[src/rtl/serial_complementer_pkg.sv]
// Shared constants and types for the bit-serial complement unit.
package serial_complementer_pkg;

    localparam int unsigned DEFAULT_WIDTH = 6;

    localparam logic MODE_C1 = 1'b0;
    localparam logic MODE_C2 = 1'b1;

    // 2'd3 is unused; the FSM sends it back to IDLE.
    typedef enum logic [1:0] {
        IDLE  = 2'd0,
        SHIFT = 2'd1,
        DONE  = 2'd2
    } state_e;

endpackage

[src/rtl/serial_complementer_if.sv]
// Operand/result handshake bundle of the serial complement unit.
interface serial_complementer_if
    import serial_complementer_pkg::*;
#(
    parameter int unsigned WIDTH = DEFAULT_WIDTH
) ();

    logic             in_valid;
    logic             in_ready;
    logic             mode;
    logic [WIDTH-1:0] a;
    logic             out_valid;
    logic             out_ready;
    logic [WIDTH-1:0] result;
    logic             overflow;
    logic             zero;
    logic             busy;

    // Producer/consumer side: supplies operands and accepts results.
    modport master (
        output in_valid, mode, a, out_ready,
        input  in_ready, out_valid, result, overflow, zero, busy
    );

    // Complement unit side.
    modport slave (
        input  in_valid, mode, a, out_ready,
        output in_ready, out_valid, result, overflow, zero, busy
    );

endinterface

[src/rtl/serial_complementer_bit_cell.sv]
// One-bit complement cell: ones' inverts always, two's copies until the first 1.
module comp_bit_cell
    import serial_complementer_pkg::*;
(
    input  logic b,
    input  logic found,
    input  logic mode,
    output logic o,
    output logic found_nxt
);

    logic invert;

    assign invert    = (mode == MODE_C1) | found;
    assign o         = b ^ invert;
    assign found_nxt = found | b;

endmodule

[src/rtl/serial_complementer.sv]
// Bit-serial ones'/two's complement unit, LSB first, one bit per cycle.
module serial_complementer
    import serial_complementer_pkg::*;
#(
    parameter int unsigned WIDTH = DEFAULT_WIDTH
)
(
    input  logic                  clk,
    input  logic                  reset,
    serial_complementer_if.slave  bus
);

    localparam int unsigned CNT_W = $clog2(WIDTH + 1);

    state_e             state_q, state_d;
    logic [CNT_W-1:0]   cnt_q, cnt_d;
    logic               found_q, found_d;
    logic               mode_q, mode_d;
    logic [WIDTH-1:0]   src_sr_q, src_sr_d;
    logic [WIDTH-1:0]   result_q, result_d;
    logic               ovf_pend_q, ovf_pend_d;
    logic               overflow_q, overflow_d;
    logic               zero_q, zero_d;
    logic               in_ready_q, in_ready_d;
    logic               out_valid_q, out_valid_d;
    logic               busy_q, busy_d;

    logic               cell_o;
    logic               cell_found;

    comp_bit_cell u_cell (
        .b         (src_sr_q[0]),
        .found     (found_q),
        .mode      (mode_q),
        .o         (cell_o),
        .found_nxt (cell_found)
    );

    // State, datapath and handshake registers.
    always_ff @(posedge clk or posedge reset) begin
        if (reset) begin
            state_q     <= IDLE;
            cnt_q       <= '0;
            found_q     <= 1'b0;
            mode_q      <= MODE_C1;
            src_sr_q    <= '0;
            result_q    <= '0;
            ovf_pend_q  <= 1'b0;
            overflow_q  <= 1'b0;
            zero_q      <= 1'b0;
            in_ready_q  <= 1'b1;
            out_valid_q <= 1'b0;
            busy_q      <= 1'b0;
        end else begin
            state_q     <= state_d;
            cnt_q       <= cnt_d;
            found_q     <= found_d;
            mode_q      <= mode_d;
            src_sr_q    <= src_sr_d;
            result_q    <= result_d;
            ovf_pend_q  <= ovf_pend_d;
            overflow_q  <= overflow_d;
            zero_q      <= zero_d;
            in_ready_q  <= in_ready_d;
            out_valid_q <= out_valid_d;
            busy_q      <= busy_d;
        end
    end

    // Next-state, serial datapath and flag capture; status outputs decode the next state.
    always_comb begin
        state_d    = state_q;
        cnt_d      = cnt_q;
        found_d    = found_q;
        mode_d     = mode_q;
        src_sr_d   = src_sr_q;
        result_d   = result_q;
        ovf_pend_d = ovf_pend_q;
        overflow_d = overflow_q;
        zero_d     = zero_q;

        case (state_q)
            IDLE: begin
                if (bus.in_valid && in_ready_q) begin
                    src_sr_d   = bus.a;
                    mode_d     = bus.mode;
                    cnt_d      = '0;
                    found_d    = 1'b0;
                    // Most-negative operand has no positive counterpart in C2.
                    ovf_pend_d = (bus.mode == MODE_C2) & bus.a[WIDTH-1]
                                 & ~|bus.a[WIDTH-2:0];
                    state_d    = SHIFT;
                end
            end
            SHIFT: begin
                result_d = {cell_o, result_q[WIDTH-1:1]};
                src_sr_d = src_sr_q >> 1;
                found_d  = cell_found;
                cnt_d    = cnt_q + CNT_W'(1);
                if (cnt_q == CNT_W'(WIDTH - 1)) begin
                    overflow_d = ovf_pend_q;
                    zero_d     = ~|result_d;
                    state_d    = DONE;
                end
            end
            DONE: begin
                if (bus.out_ready) begin
                    state_d = IDLE;
                end
            end
            default: begin
                state_d = IDLE;
            end
        endcase

        in_ready_d  = (state_d == IDLE);
        out_valid_d = (state_d == DONE);
        busy_d      = (state_d == SHIFT) || (state_d == DONE);
    end

    assign bus.in_ready  = in_ready_q;
    assign bus.out_valid = out_valid_q;
    assign bus.busy      = busy_q;
    assign bus.result    = result_q;
    assign bus.overflow  = overflow_q;
    assign bus.zero      = zero_q;

endmodule

[src/flat_wrapper.sv]
// flat-port wrapper written by rule: the top's interface ports become plain ports
module serial_complementer_flat import serial_complementer_pkg::*;
#(
    parameter int unsigned WIDTH = DEFAULT_WIDTH
)
  (clk, reset, bus_in_valid, bus_mode, bus_a, bus_out_ready, bus_in_ready, bus_out_valid, bus_result, bus_overflow, bus_zero, bus_busy);
  serial_complementer_if #(.WIDTH(WIDTH)) bus_i ();
  input  logic clk;
  input  logic reset;
  input wire logic [$bits(bus_i.in_valid)-1:0] bus_in_valid;
  input wire logic [$bits(bus_i.mode)-1:0] bus_mode;
  input wire logic [$bits(bus_i.a)-1:0] bus_a;
  input wire logic [$bits(bus_i.out_ready)-1:0] bus_out_ready;
  output wire logic [$bits(bus_i.in_ready)-1:0] bus_in_ready;
  output wire logic [$bits(bus_i.out_valid)-1:0] bus_out_valid;
  output wire logic [$bits(bus_i.result)-1:0] bus_result;
  output wire logic [$bits(bus_i.overflow)-1:0] bus_overflow;
  output wire logic [$bits(bus_i.zero)-1:0] bus_zero;
  output wire logic [$bits(bus_i.busy)-1:0] bus_busy;
  assign bus_i.in_valid = bus_in_valid;
  assign bus_i.mode = bus_mode;
  assign bus_i.a = bus_a;
  assign bus_i.out_ready = bus_out_ready;
  assign bus_in_ready = bus_i.in_ready;
  assign bus_out_valid = bus_i.out_valid;
  assign bus_result = bus_i.result;
  assign bus_overflow = bus_i.overflow;
  assign bus_zero = bus_i.zero;
  assign bus_busy = bus_i.busy;
  serial_complementer #(.WIDTH(WIDTH)) u_core (.clk(clk), .reset(reset), .bus(bus_i));
endmodule
[config.mk]
export PLATFORM = sky130hd
export DESIGN_NAME = serial_complementer_flat
export DESIGN_NICKNAME = d
export VERILOG_FILES = /design/src/rtl/serial_complementer_pkg.sv /design/src/rtl/serial_complementer_if.sv /design/src/rtl/serial_complementer_bit_cell.sv /design/src/rtl/serial_complementer.sv /design/src/flat_wrapper.sv
export SDC_FILE = /design/constraint.sdc
export NUM_CORES = 1
export LEC_CHECK = 0
export CORE_MARGIN = 1.5
export CORE_UTILIZATION = 45
export CTS_CLUSTER_DIAMETER = 200
export CTS_CLUSTER_SIZE = 40
export DETAILED_ROUTE_END_ITERATION = 10
export DONT_BUFFER_PORTS = 1
export PLACE_DENSITY = 0.71
export SETUP_SLACK_MARGIN = 0.4
export SLEW_MARGIN = 25
export SYNTH_ARGS = -nofsm -noshare
export SYNTH_HDL_FRONTEND = slang
export SYNTH_HIERARCHICAL = 1
export SYNTH_SLANG_ARGS = --single-unit
[constraint.sdc]
create_clock -name clk -period 1.4 [get_ports clk]
set_input_delay 0 -clock clk [delete_from_list [all_inputs] [get_ports clk]]
set_output_delay 0 -clock clk [all_outputs]
set_load 0.01 [all_outputs]
# [Word level (Yosys, flattened, before mapping)]
# Cells that the tools add are included.
[classes] addsub=1 n_eq_ne=6 muxes=10 n_bitwise=6 n_reduce_logical=12
[op_table] operator="$pmux W6 S2" count=1
[op_table] operator="$mux W2" count=3
[op_table] operator="$mux W6" count=1
[op_table] operator="$pmux W2 S3" count=1
[op_table] operator="$pmux W3 S2" count=1
[op_table] operator="$reduce_and A2 Y1" count=3
[op_table] operator="$reduce_or A6 Y1" count=1
[op_table] operator="$reduce_or A5 Y1" count=1
[op_table] operator="$eq A2 B1 Y1 const B" count=2
[op_table] operator="$eq A2 B2 Y1 const B" count=2
[op_table] operator="$logic_not A2 Y1" count=2
[op_table] operator="$add A3 B1 Y3 const B" count=1
[op_table] operator="$eq A3 B3 Y1 const B" count=1
[op_table] operator="$mux W3" count=1
[op_table] operator="$and A1 B1 Y1" count=2
[op_table] operator="$logic_not A1 Y1" count=2
[op_table] operator="$ne A2 B1 Y1 const B" count=1
[op_table] operator="$or A1 B1 Y1" count=2
[op_table] operator="$pmux W1 S2" count=1
[op_table] operator="$reduce_bool A2 Y1" count=1
[op_table] operator="$logic_and A1 B1 Y1" count=1
[op_table] operator="$logic_or A1 B1 Y1" count=1
[op_table] operator="$mux W1" count=1
[op_table] operator="$not A1 Y1" count=1
[op_table] operator="$xor A1 B1 Y1" count=1
[word_totals] reg_bits=25 input_bits=11 output_inout_bits=11 word_cells=47

# [Logic depth before layout (Yosys ltp)]
[logic_depth] ltp_word=5 ltp_mapped=6 mapped_depth_nobuf=6

# [Cells and area by module]
# Netlist, hierarchy kept.
[by_module_without_submodules] mod="serial_complementer" n_inst=1 cells_each=106 area_per_inst_um2=1101.1 seq_area_each_um2=626.9
[by_module_without_submodules] mod="comp_bit_cell" n_inst=1 cells_each=3 area_per_inst_um2=28.8 seq_area_each_um2=0.0

# [Worst setup path before layout]
# No wires, ideal clock.
[synth_path] path_type="register -> register" startpoint="register u_core.in_ready_q, in the netlist u_core/bus.in_ready" endpoint="register u_core.busy_q, in the netlist u_core/bus.busy" setup_time_ns=0.126 t_arrival_ns=1.325 required_ns=1.274 setup_slack_ns=-0.051 path_stages_with_launch=5 n_path_buf=1 synth_period_minus_slack_ns=1.451 cell_sequence="dfstp_2 -> and4bb_4 -> buf_2 -> a21oi_1 -> ha_1"
[synth_between] elab_chain_len=5 word_cells_on_any_way=6 classes_between="eq/ne (2); mux (2); reduce/logical (2)"
[synth_rtl] element="from (decl)" line="serial_complementer.sv:24" text="logic in_ready_q, in_ready_d;"
[synth_rtl] element="from (signal assigned)" line="serial_complementer.sv:64" text="in_ready_q <= in_ready_d;"
[synth_rtl] element="$logic_and A1 B1 Y1 (*)" line="serial_complementer.sv:84" text="if (bus.in_valid && in_ready_q) begin"
[synth_rtl] element="$mux W2 (*)" line="serial_complementer.sv:84"
[synth_rtl] element="$pmux W2 S3 (*)" line="serial_complementer.sv:82" text="case (state_q)"
[synth_rtl] element="$eq A2 B1 Y1 / $eq A2 B2 Y1 (equally long branches)" line="serial_complementer.sv:118" text="busy_d = (state_d == SHIFT) || (state_d == DONE);"
[synth_rtl] element="$logic_or A1 B1 Y1 (*)" line="serial_complementer.sv:118"
[synth_rtl] element="net u_core.busy_d" line="serial_complementer.sv:26" text="logic busy_q, busy_d;"
[synth_rtl] element="to (signal assigned)" line="serial_complementer.sv:66" text="busy_q <= busy_d;"
[synth_rtl] element="to (decl)" line="serial_complementer.sv:26"
# The timed path passes the listed nets; every way through them passes the cells marked *.
# A chain may end at the register's enable or synchronous reset.

# [Final worst setup path]
[layout_path] startpoint="register u_core.cnt_q[1]" endpoint="register u_core.overflow_q, in the netlist u_core/bus.overflow"
[layout_between] elab_chain_len=2
[layout_rtl] element="from (decl)" line="serial_complementer.sv:16" text="logic [CNT_W-1:0] cnt_q, cnt_d;"
[layout_rtl] element="from (signal assigned)" line="serial_complementer.sv:56" text="cnt_q <= cnt_d;"
[layout_rtl] element="$eq A3 B3 Y1" line="serial_complementer.sv:100" text="if (cnt_q == CNT_W'(WIDTH - 1)) begin"
[layout_rtl] element="$reduce_and A2 Y1 (no source line)"
[layout_rtl] element="to (signal assigned)" line="serial_complementer.sv:62" text="overflow_q <= overflow_d;"
[layout_rtl] element="to (decl)" line="serial_complementer.sv:22" text="logic overflow_q, overflow_d;"
# No other way between the ends.

==> results summary <==
The maximum single-stage delay on the critical path is about 420 ps. The most common cell in the netlist is nand2_1. The number of buffers and inverters on the critical path came out at 2.

The critical path in this run is classified as reg -> reg. The sink count of the clock tree is 25. The clock reaches the later pin of the worst-skew pair after 320 ps.

The die height came out at approximately 53 um. The normalized max-slew margin is between 70% and 80%. After synthesis the netlist holds a flip-flop and latch count of 25. Summed over all layers, the global routing overflow is 0. In this run, flip-flops and latches consume 38.1% of the power. The endpoint identified for the worst register-to-register timing path is u_core/bus.overflow$_DFFE_PP0P_.

The share of async-settable or async-resettable flops after synthesis came out at 100%. The estimated wirelength of the detail-placed design is 1520 um. The maximum fanout along the worst path came out at 3. The first-pass GRT wire length came out at 3730 um.

The final clock skew is approximately 16 ps. The slowest stage of the critical path is the dfrtp_1 cell. The final period demand of the worst path is about 1400 ps. The via-per-instance ratio is about 5.3. The commonest cells after synthesis are nand2_1 (34), dfrtp_1 (24), a31oi_1 (5), inv_1 (5), nor3_1 (5).

The worst hold path belongs to the class in -> reg. The flow ran to the end, but the final reports show violations. The maximum level of the CTS H-tree is 1. The first routing iteration left 8 violations. The final layout contains between 150 and 200 nets. The count of different cell masters after synthesis is 30. The maximum clock insertion buffer count came out at 2. The category of the worst setup path launch point is a flip-flop. The root buffer cell chosen for the clock tree is clkbuf_4. The type of destination of the critical path is a flip-flop.

The CTS clock-pin slew for the worst setup and hold paths is 150 ps. The arrival time at the worst endpoint came out at 1640 ps. The switching portion of total power is 39.8%. The setup slack of the critical path after layout came out at -14.7 ps. The logic depth of the worst path, buffers included came out at 5.

The post-detailed-route count of antenna-violating nets is 0. The worst-case setup slack after placement is 18.3 ps. The synthesized design spends more area on one cell type than any other, namely dfrtp_1. The overall fraction of global-route tracks in use came out at 18.8%.

For the worst setup path, the data required time is 1630 ps. For the final routed database, the setup TNS stands at -23.2 ps. The share of layout cells above drive strength 1 came out at 40.7%. The sequential fraction of the synthesis area came out at ~55%. After the flow finishes, the layout carries non-filler instances totaling 163.

At the end of routability-driven placement, the weighted congestion stood at 0.763. The worst ir drop on vdd came out at 0.00151 V. The initial standard-cell utilization of the core is about half. The cell count after synthesis came out at 109. The synthesized area per cell came out at 10.4 um2.

The routed wire length is 2320 um. The leakage power came out at 0.721 nW. During synthesis, Yosys emitted a total of 6 warnings.

The synthesis-to-finish area growth came out at 38.8%. The number of optimization iterations in the first detailed-route pass came out at 4. The die covers 2820 um2. The mapped netlist covers 1130 um2.

The number of enable-type register cells in the synthesized netlist came out at 0. The startpoint identified for the worst register-to-register timing path is u_core/cnt_q[1]$_DFFE_PP0P_. The internal power component came out at 2.16 mW. The pin slew with the least headroom to its limit is 318 ps. The startpoint identified for the worst hold timing path is bus_in_valid. The overall die width is 53.1 um.

The number of placed instances with taps included is 142. Dividing the detail-routed wire length by the instance count gives ~14 um. The initial antenna violation count came to 0. Setup repair after global routing could not meet its margin everywhere. After synthesis, the cell types taking the most area are dfrtp_1 (53%), nand2_1 (11%), ha_1 (4.4%).

The clock network accounts for around 9% of the total power. The floorplan has 17 rows. For this run, the leading register cell type out of synthesis is dfrtp_1. Combinational logic burns between 50% and 60% of the power. The number of cells on the worst reg-to-reg path is 5. The worst hold path was traced through 3 stages. The number of endpoints with negative hold slack in the final report came out at 0. The cell type group with the largest total delay on the critical path is flip-flops. The vias after detailed routing is 869. The via count of the first global-routing pass is 895. The total clock buffers created by CTS is 3.

The maximum clock frequency came out at 707 MHz. The final count of pins violating max slew came out at 0. Walking the worst path, the cells encountered are inv_1 > ha_2 > nand4b_1 > buf_4 > mux2_4. The number of max-cap violations came out at 0.

The I/O pin count is 22. The total nets after synthesis came out at 124. The final reports fail on setup timing. TritonCTS built the clock tree. The number of remaining DRC errors came out at 0.

Power spread over the standard cell area amounts to 2290 nW/um2. The final count of negative-setup-slack endpoints came out at 2. The pin count of the biggest net entering global routing is 26. The count of input and output buffers came out at 0.

The repair_antennas step left the layout with diodes totalling 0. The worst hold path terminates at u_core/ovf_pend_q$_DFFE_PP0P_. The share of Yosys cell area claimed by the top area cell type is 53.2%. The final critical-path share of the clock period came out at 101%.

The reported net switching power came out at 1.43 mW. The flop-to-flop setup slack came out at -10 ps. The total area inside the core boundary comes to 2300 um2.
==> power groups by stage <==
stage / Combinational (mW) / Sequential [mW] / Clock [mW]
final: 1.90 / 1.37 / 0.326
after global routing: 2.08 / 1.41 / 0.381
after CTS: 1.70 / 1.35 / 0.341
after detailed placement: 1.22 / 1.35 / 0
after global placement: 1.17 / 1.33 / 0
after floorplan: 1.01 / 1.30 / 0
==> routing by layer <==
| metal | wire, um | track usage, % | part of all wire (%) | up-vias |
|---|---|---|---|---|
| li1 | - | - | - | 418 |
| met2 | 1240 | 34.6 | 54 | 19 |
| met3 | 105 | 5.37 | 4.5 | 2 |
| met5 | 0 | 0 | 0 | - |
| met1 | 955 | 20.9 | 41 | 430 |
| met4 | 17 | 5.13 | 0.73 | 0 |
==> final cells by class <==
| type | instances | area, um2 |
|---|---|---|
| tap | 28 | 35.0 |
| multi-input combinational | 74 | 588 |
| fill | 170 | 729 |
| timing repair buffer | 27 | 268 |
| clock buffer | 3 | 22.5 |
| sequential | 25 | 628 |
| inverter | 5 | 18.8 |
| clock inverter | 1 | 7.51 |
==> worst max-delay path by stage <==
stage	start	to	slack, ps
6_report	u_core/cnt_q[1]$_DFFE_PP0P_	u_core/bus.overflow$_DFFE_PP0P_	-10
3_5_place_dp	u_core/cnt_q[1]$_DFFE_PP0P_	u_core/bus.busy$_DFF_PP0_	20
5_1_grt	u_core/cnt_q[1]$_DFFE_PP0P_	u_core/bus.zero$_DFFE_PP0P_	-100
2_1_floorplan	u_core/bus.in_ready$_DFF_PP1_	u_core/bus.busy$_DFF_PP0_	50
4_1_cts	u_core/mode_q$_DFFE_PP0P_	u_core/bus.zero$_DFFE_PP0P_	-6
3_3_place_gp	u_core/cnt_q[1]$_DFFE_PP0P_	u_core/bus.busy$_DFF_PP0_	40
==> stage by stage <==
| step | hold WS, ps | util, % | total power [mW] | instance area (um2) |
|---|---|---|---|---|
| detailed placement | -35.0 | 52.9 | 2.56 | 1220 |
| floorplan | 26.6 | - | 2.31 | 1160 |
| finish | 85.2 | 68.2 | 3.59 | 1570 |
| CTS | 51.8 | 64.9 | 3.39 | 1490 |
| global route | 67.1 | 68.2 | 3.87 | 1570 |
| global placement | -40.7 | 52.9 | 2.50 | 1220 |
==> flip-flops by register name (all words and copies together) (netlist names) <==
name	count
u_core/src_sr_q	6
u_core/bus.zero	1
u_core/bus.result	6
u_core/bus.overflow	1
u_core/mode_q	1
u_core/cnt_q	3
u_core/state_q	2
u_core/found_q	1
u_core/bus.out_valid	1
u_core/ovf_pend_q	1
u_core/bus.busy	1
u_core/bus.in_ready	1
==> what timing repair did <==
item                                    CTS  global route
buffers inserted                          4             4
endpoints found under the hold margin    36             0
pin swaps                                 8             5
hold buffers                              9             0
endpoints found under the setup margin   26            26
gates resized for setup                  29            14
==> worst min-delay path: stages <==
cell      delay, ps
and4bb_4        230
nand4_1         100
o41ai_1          60
==> placed cells by master, fill, tap and decap left out, types with 2 or more instances in the layout <==
master,netlist,routed
nand2_2,0,8
a31oi_1,5,5
dlygate4sd3_1,0,9
o21ai_2,0,2
dfrtp_1,24,23
nand2_1,34,26
ha_2,0,2
buf_6,2,6
clkbuf_4,0,3
inv_1,5,5
buf_4,0,10
nor3_4,0,3
nand2b_1,3,2
nor2b_4,1,2
mux2_4,0,2
nor3_2,0,2
==> logic make-up after synthesis <==
| group | Yosys count | share of synthesized area (%) |
|---|---|---|
| AOI/OAI and AO/OA | 12 | 7.53 |
| xor gates and xnor gates | 2 | 1.55 |
| adders and majority gates | 4 | 4.43 |
| buffers and inverters | 10 | 4.98 |
| DFF | 25 | 55.5 |
| muxes | 3 | 2.88 |
| and+or+nand+nor | 53 | 23.1 |
Power figures use the tool's default switching activity.
